`config.mk`:
```
export PLATFORM = sky130hd
export DESIGN_NAME = adc_capture_seq
export DESIGN_NICKNAME = d
export VERILOG_FILES = /design/src/rtl/adc_capture_seq.sv
export SDC_FILE = /design/constraint.sdc
export NUM_CORES = 1
export LEC_CHECK = 0
export BUFFER_PORTS_ARGS = -buffer_cell sky130_fd_sc_hd__buf_2
export CAP_MARGIN = 15
export CORE_ASPECT_RATIO = 1.1
export CORE_MARGIN = 1
export CORE_UTILIZATION = 34
export CTS_BUF_LIST = sky130_fd_sc_hd__clkbuf_16
export DETAILED_ROUTE_END_ITERATION = 12
export RECOVER_POWER = 25
export SLEW_MARGIN = 20
export SYNTH_ARGS = -nofsm -noshare
export SYNTH_HDL_FRONTEND = slang
export SYNTH_SLANG_ARGS = --single-unit
```
`constraint.sdc`:
```
create_clock -name clk -period 2.65 [get_ports clk]
set_input_delay 0.265 -clock clk [delete_from_list [all_inputs] [get_ports clk]]
set_output_delay 0.265 -clock clk [all_outputs]
set_load 0.02 [all_outputs]
```
`src/rtl/adc_capture_seq.sv`:
```
// Triggered ADC capture sequencer: armed by the host, waits for a trigger,
// applies a post-trigger delay and decimation, then writes `length` samples
// into a BRAM write port from address 0 upward and flags completion.
//
// state   | meaning
// --------+-----------------------------------------------------------
// IDLE    | waiting for arm
// ARMED   | configuration latched, waiting for trig
// DELAY   | counting down the post-trigger delay
// CAPTURE | accepting decimated valid samples and writing them to BRAM
// DONE    | run complete, done held until the next arm/abort/reset
module adc_capture_seq #(
    parameter int ADDRWIDTH  = 13,
    parameter int DATAWIDTH  = 64,
    parameter int DELAYWIDTH = 16,
    parameter int DECIMWIDTH = 8
) (
    input  logic                  clk,
    input  logic                  reset,
    input  logic                  arm,
    input  logic                  abort,
    input  logic                  trig,
    input  logic [DELAYWIDTH-1:0] delay,
    input  logic [DECIMWIDTH-1:0] decim,
    input  logic [ADDRWIDTH:0]    length,
    input  logic [DATAWIDTH-1:0]  din,
    input  logic                  din_valid,
    output logic [ADDRWIDTH-1:0]  bram_addr,
    output logic [DATAWIDTH-1:0]  bram_data,
    output logic                  bram_we,
    output logic                  busy,
    output logic                  done,
    output logic [ADDRWIDTH:0]    wrcount
);

    typedef enum logic [2:0] {
        S_IDLE,
        S_ARMED,
        S_DELAY,
        S_CAPTURE,
        S_DONE
    } state_t;

    // Full BRAM depth; a longer requested run is cut to this so the
    // address pointer can never wrap inside a run.
    localparam logic [ADDRWIDTH:0] DEPTH = {1'b1, {ADDRWIDTH{1'b0}}};

    state_t                  state;
    logic [DELAYWIDTH-1:0]   delay_lat;
    logic [DECIMWIDTH-1:0]   decim_lat;
    logic [ADDRWIDTH:0]      length_lat;
    logic [DELAYWIDTH-1:0]   dly_cnt;
    logic [DECIMWIDTH-1:0]   dec_cnt;
    logic [ADDRWIDTH-1:0]    ptr;

    logic [ADDRWIDTH:0]      length_clamped;
    logic [ADDRWIDTH:0]      wrcount_nxt;

    // Clamp the requested length and precompute the post-write count.
    always_comb begin
        length_clamped = (length > DEPTH) ? DEPTH : length;
        wrcount_nxt    = wrcount + (ADDRWIDTH+1)'(1);
    end

    // Sequencer state, configuration latches, counters and registered outputs.
    always_ff @(posedge clk) begin
        if (reset) begin
            state      <= S_IDLE;
            delay_lat  <= '0;
            decim_lat  <= '0;
            length_lat <= '0;
            dly_cnt    <= '0;
            dec_cnt    <= '0;
            ptr        <= '0;
            bram_addr  <= '0;
            bram_data  <= '0;
            bram_we    <= 1'b0;
            busy       <= 1'b0;
            done       <= 1'b0;
            wrcount    <= '0;
        end else begin
            bram_we <= 1'b0;
            if (abort) begin
                // Abort wins over arm, trig and a same-cycle sample.
                state <= S_IDLE;
                done  <= 1'b0;
                busy  <= 1'b0;
            end else begin
                case (state)
                    S_IDLE, S_DONE: begin
                        if (arm) begin
                            delay_lat  <= delay;
                            decim_lat  <= decim;
                            length_lat <= length_clamped;
                            wrcount    <= '0;
                            ptr        <= '0;
                            dec_cnt    <= '0;
                            if (length_clamped == '0) begin
                                state <= S_DONE;
                                done  <= 1'b1;
                                busy  <= 1'b0;
                            end else begin
                                state <= S_ARMED;
                                done  <= 1'b0;
                                busy  <= 1'b1;
                            end
                        end
                    end
                    S_ARMED: begin
                        if (trig) begin
                            if (delay_lat == '0) begin
                                state <= S_CAPTURE;
                            end else begin
                                dly_cnt <= delay_lat;
                                state   <= S_DELAY;
                            end
                        end
                    end
                    S_DELAY: begin
                        dly_cnt <= dly_cnt - DELAYWIDTH'(1);
                        if (dly_cnt == DELAYWIDTH'(1)) begin
                            state <= S_CAPTURE;
                        end
                    end
                    S_CAPTURE: begin
                        if (din_valid) begin
                            dec_cnt <= (dec_cnt == decim_lat) ? '0 : dec_cnt + DECIMWIDTH'(1);
                            if (dec_cnt == '0) begin
                                bram_we   <= 1'b1;
                                bram_addr <= ptr;
                                bram_data <= din;
                                ptr       <= ptr + ADDRWIDTH'(1);
                                wrcount   <= wrcount_nxt;
                                if (wrcount_nxt == length_lat) begin
                                    state <= S_DONE;
                                    done  <= 1'b1;
                                    busy  <= 1'b0;
                                end
                            end
                        end
                    end
                    default: begin
                        state <= S_IDLE;
                        busy  <= 1'b0;
                    end
                endcase
            end
        end
    end

endmodule

```
==> flow_metrics.env, run 1 <==
export IMPL_status="finished, final reports clean"
export IMPL_syn_num_nets=1096
export IMPL_cp_arrival_ns=2.77
export IMPL_fmax_ghz=0.402
export IMPL_initial_core_util_pct=34.6
export IMPL_syn_avg_cell_area_um2=7.80
export IMPL_rr_startpoint="wrcount[0]$_SDFFE_PP0P_"
export IMPL_tns_ns=0
export IMPL_p_clk_share_pct=43.0
export IMPL_grt_total_usage_pct=17.8
export IMPL_power_density_nw_per_um2=596
export IMPL_viasPerCell=4.90
export IMPL_synth_distinct_cells=67
export IMPL_ys_seq_elements=172
export IMPL_hpwl_mm=14.5
export IMPL_htreeDepth=4
export IMPL_timing_rr_end="busy$_SDFFE_PP0P_"
export IMPL_power_switching_mw=1.56
export IMPL_synthesis_area_um2=7660
export IMPL_cts_resized=0
export IMPL_crit_required_ns=2.93
export IMPL_final_cell_mix="nand2_1 (263), dfxtp_1 (172), a21oi_1 (144)"
export IMPL_portBuffers=201
export IMPL_grt_pass1_vias=6466
export IMPL_clk_pin_slew_ns=0.08
export IMPL_syn2layout_area_growth_pct=23.9
export IMPL_numCtsBuffers=17
export IMPL_hold_depth=3
export IMPL_async_flop_share_pct=0
export IMPL_maxCapViolCount=0
export IMPL_num_vias=7211
export IMPL_peakVddDrop_v=0.000447
export IMPL_worstHoldPathType="input pin to flop"
export IMPL_slew_headroom_pct=53.6
export IMPL_layout_nets=1278
export IMPL_dr_pass1_iters=5
export IMPL_gr_total_overflow=0
export IMPL_chipHeight_um=159
export IMPL_maxSlewViolCount=0
export IMPL_finalHoldViolations=0
export IMPL_whs_ns=0.0577
export IMPL_instances_no_fill=1472
export IMPL_clk_insertion_delay_late_ns=0.44
export IMPL_cp_start_kind="flop"
export IMPL_cts_buffer_depth=2
export IMPL_gp_congestion=0.855
export IMPL_cts_setup_buffers=0
export IMPL_antenna_found_initial=1
export IMPL_hold_start="din[19]"
export IMPL_coreArea_um2=22100
export IMPL_period_needed_ns=2.49
export IMPL_min_period_over_period_pct=93.9
export IMPL_route_detailed_drc=0
export IMPL_skew_ns=0.0165
export IMPL_ys_warn_count=0
export IMPL_sw_frac_of_total_pct=27.5
export IMPL_hold_path_endpoint="bram_data[19]$_SDFFE_PP0P_"
export IMPL_cts_tree="yes"
export IMPL_antenna_cells=0
export IMPL_grt_pass1_wl_mm=33.8
export IMPL_worst_path_max_fanout=6
export IMPL_rows=57
export IMPL_r2r_setup_slack_ns=0.16
export IMPL_p_total_mw=5.66
export IMPL_seqPwrFrac_pct=47.6
export IMPL_io_pins=202
export IMPL_p_int_mw=4.10
export IMPL_root_buffer="clkbuf_16"
export IMPL_die_area_um2=23100
export IMPL_ys_seq_area_share_pct=45.0
export IMPL_drive_above_1_share_pct=18.0
export IMPL_setup_viol=0
export IMPL_final_common_cell="nand2_1"
export IMPL_synth_edf_count=0
export IMPL_tightest_slew_ns=0.696
export IMPL_netlist_instances=982
export IMPL_leakagePower_nw=3.55
export IMPL_final_setup_worst_slack_ns=0.161
export IMPL_p_comb_share_pct=9.4
export IMPL_critPathKind="flop to flop"
export IMPL_r2r_cells=8
export IMPL_wire_per_inst_um=14.1
export IMPL_drt_iter0_drc=406
export IMPL_rsz0062_at_grt="false"
export IMPL_cts_sinks=172
export IMPL_synth_ff_type="dfxtp_1"
export IMPL_dp_slack_ns=0.143
export IMPL_hold_buffers=0
export IMPL_dpl_cell_count=1439
export IMPL_antenna_left=0
export IMPL_worstSetupEndpointType="flop"
export IMPL_grt_max_degree=79
export IMPL_drt_total_wl_mm=20.7
export IMPL_die_width_um=145
-- per-layer routing --
layer  global-route usage (%)  share of wire [%]
met5                        0              0.063
met4                     5.02                1.2
met3                     3.67                3.9
met2                     29.4                 48
met1                     23.5                 47
-- power groups by stage --
| stage | logic (mW) | clock network [mW] | registers [mW] |
|---|---|---|---|
| after floorplan | 0.350 | 0 | 2.74 |
| after global routing | 0.595 | 2.62 | 2.70 |
| final | 0.530 | 2.44 | 2.69 |
| after detailed placement | 0.533 | 0 | 2.75 |
| after CTS | 0.535 | 2.50 | 2.69 |
| after global placement | 0.530 | 0 | 2.75 |
-- per-stage QoR --
stage                     area, um^2  utilization (%)
after floorplan                 7660                -
after global placement          8990             40.7
after detailed placement        8990             40.7
after CTS                       9560             43.2
after global routing            9490             42.9
final                           9490             42.9
-- worst max-delay path: stages (launching register included) --
cell,delay [ns]
dfxtp_1,0.34
ha_1,0.20
nand4_2,0.23
nor3_2,0.39
a311oi_1,0.15
a221oi_1,0.42
o2111ai_2,0.28
o211ai_1,0.23
a311oi_1,0.10
-- registers in the layout, summed over array words and instances, names as in the netlist, 3 cells and up --
register,cells
ptr,13
wrcount,14
dec_cnt,8
dly_cnt,16
decim_lat,8
bram_data,64
length_lat,14
bram_addr,13
state,3
delay_lat,16
-- final cells by class --
| cell class | instances | area (um^2) |
|---|---|---|
| fillers | 2323 | 12600 |
| multi-input cells | 734 | 3890 |
| flip-flops and latches | 172 | 3440 |
| repair buffers | 229 | 1170 |
| clock buffers | 17 | 425 |
| well taps | 295 | 369 |
| clock inverters | 15 | 149 |
| inverters | 10 | 37.5 |
-- how the worst max path moves through the flow --
stage | startpoint | endpoint | cells past startpoint
2_1_floorplan | wrcount[0]$_SDFFE_PP0P_ | busy$_SDFFE_PP0P_ | 8
3_3_place_gp | dec_cnt[0]$_SDFFE_PP0P_ | busy$_SDFFE_PP0P_ | 9
3_5_place_dp | dec_cnt[0]$_SDFFE_PP0P_ | busy$_SDFFE_PP0P_ | 9
4_1_cts | dec_cnt[1]$_SDFFE_PP0P_ | busy$_SDFFE_PP0P_ | 9
5_1_grt | wrcount[1]$_SDFFE_PP0P_ | busy$_SDFFE_PP0P_ | 8
6_report | wrcount[0]$_SDFFE_PP0P_ | busy$_SDFFE_PP0P_ | 8
-- synthesized netlist by cell type, drive strengths merged (4+ instances only) --
cell	n	area (um^2)
a211oi	6	45.0
a21oi	144	721
a221oi	4	35.0
a22oi	10	75.1
a31oi	4	25.0
and3	9	56.3
buf	17	91.3
clkbuf	49	205
dfxtp	172	3440
ha	6	75.1
inv	10	37.5
nand2	263	987
nand2b	4	25.0
nand3	19	100
nand3b	21	158
nand4	13	103
nor2	63	236
nor3	11	60.1
nor4	14	109
o21ai	45	225
or3	9	56.3
xnor2	19	166
xor2	20	175
-- cells by family (layout without fill, tap and decap cells) --
| family | Yosys count | after routing | share of synthesized area (%) |
|---|---|---|---|
| and+or+nand+nor | 448 | 448 | 27.0 |
| AOI/OAI and AO/OA | 239 | 239 | 18.0 |
| xor gates and xnor gates | 39 | 39 | 4.46 |
| DFF | 172 | 172 | 45.0 |
| adders and majority gates | 6 | 6 | 0.980 |
| muxes | 2 | 2 | 0.261 |
| buffers and inverters | 76 | 271 | 4.36 |
Note: power is estimated with default switching activity, not from simulation.
==> inputs of run 2 (changes only) <==
--- a/config.mk
+++ b/config.mk
@@ -5,7 +5,7 @@
 export SDC_FILE = /design/constraint.sdc
 export NUM_CORES = 1
 export LEC_CHECK = 0
-export BUFFER_PORTS_ARGS = -buffer_cell sky130_fd_sc_hd__buf_2
+export BUFFER_PORTS_ARGS = -buffer_cell sky130_fd_sc_hd__buf_4
 export CAP_MARGIN = 15
 export CORE_ASPECT_RATIO = 1.1
 export CORE_MARGIN = 1
@@ -17,3 +17,4 @@
 export SYNTH_ARGS = -nofsm -noshare
 export SYNTH_HDL_FRONTEND = slang
 export SYNTH_SLANG_ARGS = --single-unit
+export TNS_END_PERCENT = 1
==> flow_metrics.env, run 2 (same netlist as run 1, synthesis figures left out) <==
export IMPL_critPathMaxStageDelay_ns=0.47
export IMPL_drive_above_1_share_pct=18.2
export IMPL_cts_resized=0
export IMPL_cts_buffer_depth=2
export IMPL_finalHoldViolations=0
export IMPL_nFillCells=2325
export IMPL_syn2layout_area_growth_pct=29.2
export IMPL_clk_insertion_delay_late_ns=0.43
export IMPL_dr_pass1_iters=5
export IMPL_layout_area_seq_um2=3440
export IMPL_gr_total_overflow=0
export IMPL_rows=57
export IMPL_cts_sinks=172
export IMPL_slew_headroom_pct=67.6
export IMPL_leakagePower_nw=3.67
export IMPL_fmax_ghz=0.405
export IMPL_status="finished, final reports clean"
export IMPL_drt_total_wl_mm=21.6
export IMPL_clk_pin_slew_ns=0.08
export IMPL_root_buffer="clkbuf_16"
export IMPL_hold_path_endpoint="bram_data[8]$_SDFFE_PP0P_"
export IMPL_critPathKind="flop to flop"
export IMPL_crit_required_ns=2.93
export IMPL_period_needed_ns=2.47
export IMPL_r2r_cells=9
export IMPL_portBuffers=201
export IMPL_wire_per_inst_um=14.6
export IMPL_rsz0062_at_grt="false"
export IMPL_grt_pass1_vias=6594
export IMPL_cts_setup_buffers=0
export IMPL_hold_buffers=0
export IMPL_initial_core_util_pct=34.6
export IMPL_coreArea_um2=22100
export IMPL_cts_tree="yes"
export IMPL_top_regs="bram_data: 64 flops, delay_lat: 16 flops, dly_cnt: 16 flops"
export IMPL_multi_input_comb_area_um2=3890
export IMPL_die_area_um2=23100
export IMPL_antenna_left=0
export IMPL_final_common_cell="nand2_1"
export IMPL_cp_cell_sequence="inv_1 -> ha_1 -> or4b_4 -> o41ai_4 -> nand4_1 -> nor4_2 -> o2111ai_2 -> o21ai_0 -> a2111oi_0"
export IMPL_min_period_over_period_pct=93.1
export IMPL_r2r_setup_slack_ns=0.18
export IMPL_die_width_um=145
export IMPL_cp_start_kind="flop"
export IMPL_htreeDepth=4
export IMPL_worst_path_max_fanout=6
export IMPL_whs_ns=0.0763
export IMPL_antenna_cells=0
export IMPL_slowest_stage="or4b_4"
export IMPL_gp_congestion=0.860
export IMPL_numCtsBuffers=17
export IMPL_tns_ns=0
export IMPL_grt_pass1_wl_mm=34.5
export IMPL_tightest_slew_ns=0.486
export IMPL_maxSlewViolCount=0
export IMPL_chipHeight_um=159
export IMPL_worstSetupEndpointType="flop"
export IMPL_io_pins=202
export IMPL_peakVddDrop_v=0.000421
export IMPL_route_detailed_drc=0
export IMPL_grt_max_degree=79
export IMPL_cp_arrival_ns=2.75
export IMPL_grt_total_usage_pct=18.2
export IMPL_timing_rr_end="state[1]$_SDFFE_PP0P_"
export IMPL_viasPerCell=4.95
export IMPL_setup_viol=0
export IMPL_layout_nets=1281
export IMPL_p_total_mw=5.76
export IMPL_final_cell_mix="nand2_1 (263), dfxtp_1 (172), buf_4 (161)"
export IMPL_hpwl_mm=15.2
export IMPL_worstHoldPathType="input pin to flop"
export IMPL_hold_start="din[8]"
export IMPL_power_density_nw_per_um2=582
export IMPL_rr_startpoint="dec_cnt[0]$_SDFFE_PP0P_"
export IMPL_maxCapViolCount=0
export IMPL_largest_reg_flops=64
export IMPL_antenna_found_initial=0
export IMPL_hold_depth=3
export IMPL_regMostFlops="bram_data"
export IMPL_drt_iter0_drc=338
export IMPL_skew_ns=0.0128
export IMPL_num_vias=7302
[run 2: cell count changes in the layout (fill, tap and decap cells not counted)]
| cell | delta |
|---|---|
| buf_4 | +135 |
| clkinv_2 | -1 |
| buf_2 | -134 |
| clkinv_8 | +2 |
| clkinv_4 | +2 |
| clkinvlp_4 | -2 |
| buf_12 | +2 |
| inv_6 | -1 |
[run 2: area by class of cell]
type                            count  share of cell area [%]
Multi-Input combinational cell    734                    39.3
Sequential cell                   172                    34.8
Timing Repair Buffer              232                    15.7
Clock buffer                       17                    4.30
Tap cell                          295                    3.73
Clock inverter                     15                    1.72
Inverter                           10                   0.380
[run 2: worst max path at each step]
| stage | startpoint | endpoint | depth (start not counted) |
|---|---|---|---|
| finish | dec_cnt[0]$_SDFFE_PP0P_ | state[1]$_SDFFE_PP0P_ | 9 |
| global route | dec_cnt[1]$_SDFFE_PP0P_ | state[1]$_SDFFE_PP0P_ | 9 |
| CTS | wrcount[0]$_SDFFE_PP0P_ | state[1]$_SDFFE_PP0P_ | 8 |
| detailed placement | dec_cnt[0]$_SDFFE_PP0P_ | state[1]$_SDFFE_PP0P_ | 9 |
| global placement | dec_cnt[0]$_SDFFE_PP0P_ | state[1]$_SDFFE_PP0P_ | 9 |
| floorplan | wrcount[0]$_SDFFE_PP0P_ | busy$_SDFFE_PP0P_ | 8 |
[run 2: routing by layer]
| layer | track usage, % | vias to the layer above | share of wire, % |
|---|---|---|---|
| li1 | - | 3738 | - |
| met1 | 24.0 | 3381 | 47 |
| met2 | 29.8 | 157 | 48 |
| met3 | 3.01 | 26 | 3.6 |
| met4 | 6.75 | 0 | 2.0 |
| met5 | 0 | - | 0 |
[run 2: power breakdown]
part	switching, mW	internal [mW]
combinational	0.324	0.254
sequential	0.0529	2.64
clock	1.22	1.27
[run 2: stage by stage]
step	utilization (%)	setup slack, ns	instances	cell area (um^2)
5_1_grt	44.7	0.00877	1475	9890
6_report	44.7	0.184	1475	9890
3_3_place_gp	43.2	0.250	1443	9540
3_5_place_dp	43.2	0.175	1443	9540
4_1_cts	45.9	0.161	1475	10100
2_1_floorplan	-	0.0948	982	7660
[run 2: worst max-delay path, delay by kind of cell, from the launching register on]
kind                       cells  cell delay (ns)
and+or+nand+nor                3             0.94
AOI/OAI and AO/OA              4             0.89
DFF                            1             0.31
adders and majority gates      1             0.12
buffers and inverters          1             0.05
==> inputs of run 3 (changes only) <==
--- a/config.mk
+++ b/config.mk
@@ -13,6 +13,7 @@
 export CTS_BUF_LIST = sky130_fd_sc_hd__clkbuf_16
 export DETAILED_ROUTE_END_ITERATION = 12
 export RECOVER_POWER = 25
+export SETUP_SLACK_MARGIN = 0.4
 export SLEW_MARGIN = 20
 export SYNTH_ARGS = -nofsm -noshare
 export SYNTH_HDL_FRONTEND = slang
==> flow_metrics.env, run 3 (same netlist as run 1, synthesis figures left out) <==
export IMPL_status="finished, final reports clean"
export IMPL_dr_pass1_iters=5
export IMPL_hold_buffers=0
export IMPL_critPathBufInv=0
export IMPL_worst_path_max_fanout=8
export IMPL_worstHoldPathType="input pin to flop"
export IMPL_setup_viol=0
export IMPL_tns_ns=0
export IMPL_p_total_mw=5.88
export IMPL_dpl_cell_count=1439
export IMPL_htreeDepth=4
export IMPL_initial_core_util_pct=34.6
export IMPL_finalHoldViolations=0
export IMPL_drt_iter0_drc=419
export IMPL_peakVddDrop_v=0.000428
export IMPL_nFillCells=2317
export IMPL_multi_input_comb_area_um2=3930
export IMPL_r2r_cells=8
export IMPL_grt_pass1_wl_mm=34.8
export IMPL_portBuffers=201
export IMPL_grt_total_usage_pct=18.4
export IMPL_maxSlewViolCount=0
export IMPL_cp_arrival_ns=2.68
export IMPL_io_pins=202
export IMPL_worstSetupEndpointType="flop"
export IMPL_min_period_over_period_pct=90.3
export IMPL_grt_pass1_vias=6696
export IMPL_drt_total_wl_mm=21.2
export IMPL_critPathTopFamily="compound AO/OA/AOI/OAI gates"
export IMPL_clk_pin_slew_ns=0.07
export IMPL_gp_congestion=0.865
export IMPL_grt_max_degree=79
export IMPL_layout_area_seq_um2=3450
export IMPL_fmax_ghz=0.418
export IMPL_final_common_cell="nand2_1"
export IMPL_hold_depth=2
export IMPL_slowest_stage="o41a_1"
export IMPL_slew_headroom_pct=51.4
export IMPL_chipHeight_um=159
export IMPL_cp_cell_sequence="ha_4 -> nand4_4 -> o41a_1 -> a31o_1 -> nor4_2 -> o2111ai_2 -> o211ai_1 -> a311oi_1"
export IMPL_hpwl_mm=15.1
export IMPL_cts_buffer_depth=2
export IMPL_wire_per_inst_um=14.4
export IMPL_antenna_cells=0
export IMPL_drive_above_1_share_pct=18.6
export IMPL_tightest_slew_ns=0.727
export IMPL_gr_total_overflow=0
export IMPL_antenna_left=0
export IMPL_crit_cells=8
export IMPL_layout_nets=1278
export IMPL_numCtsBuffers=17
export IMPL_regMostFlops="bram_data"
export IMPL_viasPerCell=4.93
export IMPL_critPathKind="flop to flop"
export IMPL_final_cell_mix="nand2_1 (263), dfxtp_1 (168), buf_4 (160)"
export IMPL_maxCapViolCount=0
export IMPL_coreArea_um2=22100
export IMPL_clk_insertion_delay_late_ns=0.43
export IMPL_r2r_setup_slack_ns=0.26
export IMPL_critPathMaxStageDelay_ns=0.43
export IMPL_power_density_nw_per_um2=593
export IMPL_die_width_um=145
export IMPL_period_needed_ns=2.39
export IMPL_root_buffer="clkbuf_16"
export IMPL_rows=57
export IMPL_route_detailed_drc=0
export IMPL_whs_ns=0.0602
export IMPL_rsz0062_at_grt="true"
export IMPL_top_regs="bram_data: 64 flops, delay_lat: 16 flops, dly_cnt: 16 flops"
export IMPL_antenna_found_initial=0
export IMPL_leakagePower_nw=3.69
export IMPL_skew_ns=0.0152
export IMPL_cts_sinks=172
export IMPL_num_vias=7262
export IMPL_cts_tree="yes"
export IMPL_cp_start_kind="flop"
export IMPL_crit_required_ns=2.93
export IMPL_syn2layout_area_growth_pct=29.6
export IMPL_die_area_um2=23100
export IMPL_instances_no_fill=1472
export IMPL_largest_reg_flops=64
## run 3: changes by cell type in the layout (fill, tap and decap cells not counted), moves of 2 or more
| cell | before | now |
|---|---|---|
| buf_12 | 5 | 3 |
| bufinv_16 | 0 | 2 |
| dfxtp_1 | 172 | 168 |
| dfxtp_2 | 0 | 3 |
## run 3: path summary, 6_finish.rpt
| check | from | endpoint |
|---|---|---|
| setup / recovery | wrcount[0]$_SDFFE_PP0P_ | busy$_SDFFE_PP0P_ |
| hold reg to reg | bram_data[59]$_SDFFE_PP0P_ | bram_data[59]$_SDFFE_PP0P_ |
| hold / removal | abort | busy$_SDFFE_PP0P_ |
| setup reg to reg | wrcount[0]$_SDFFE_PP0P_ | busy$_SDFFE_PP0P_ |
## run 3: cell type report
cell class,instances,share of cell area [%]
clock buffers,17,4.29
multi-input cells,734,39.6
clock inverters,15,2.04
inverters,10,0.378
well taps,295,3.72
flip-flops and latches,172,34.8
repair buffers,229,15.2
## run 3: worst register-to-register path: cells and delay by family, from the launching register on
family	cells	cell delay, ns
compound gates	5	1.21
flops	1	0.40
fa+ha+maj	1	0.20
simple gates	2	0.45
## run 3: where the power goes
group	leakage (nW)	internal (mW)	switching, mW	total, mW
combinational	2.00	0.257	0.323	0.579
clock	0.302	1.44	1.17	2.61
sequential	1.39	2.64	0.0520	2.69
total	3.69	4.34	1.54	5.88
## run 3: routing by layer
metal | vias up | GRT usage, % | wire, um
met5 | - | 0 | 0
met4 | 0 | 5.41 | 312
met3 | 21 | 3.64 | 811
met2 | 161 | 30.4 | 10200
met1 | 3340 | 24.1 | 9830
li1 | 3740 | - | -
## run 3: per-stage QoR
| step | area, um^2 | worst slack, ns | util, % |
|---|---|---|---|
| final | 9920 | 0.256 | 44.9 |
| after CTS | 10200 | 0.253 | 46.0 |
| after floorplan | 7680 | 0.357 | - |
| after global routing | 9920 | 0.0784 | 44.9 |
| after detailed placement | 9510 | 0.206 | 43.0 |
| after global placement | 9510 | 0.261 | 43.0 |
## run 3: repair_timing
action / CTS / global route
endpoints found under the hold margin: 0 / 0
buffers inserted: 0 / 1
pin swaps: 1 / 1
setup endpoints to repair: 96 / 145
gates resized for setup: 5 / 0
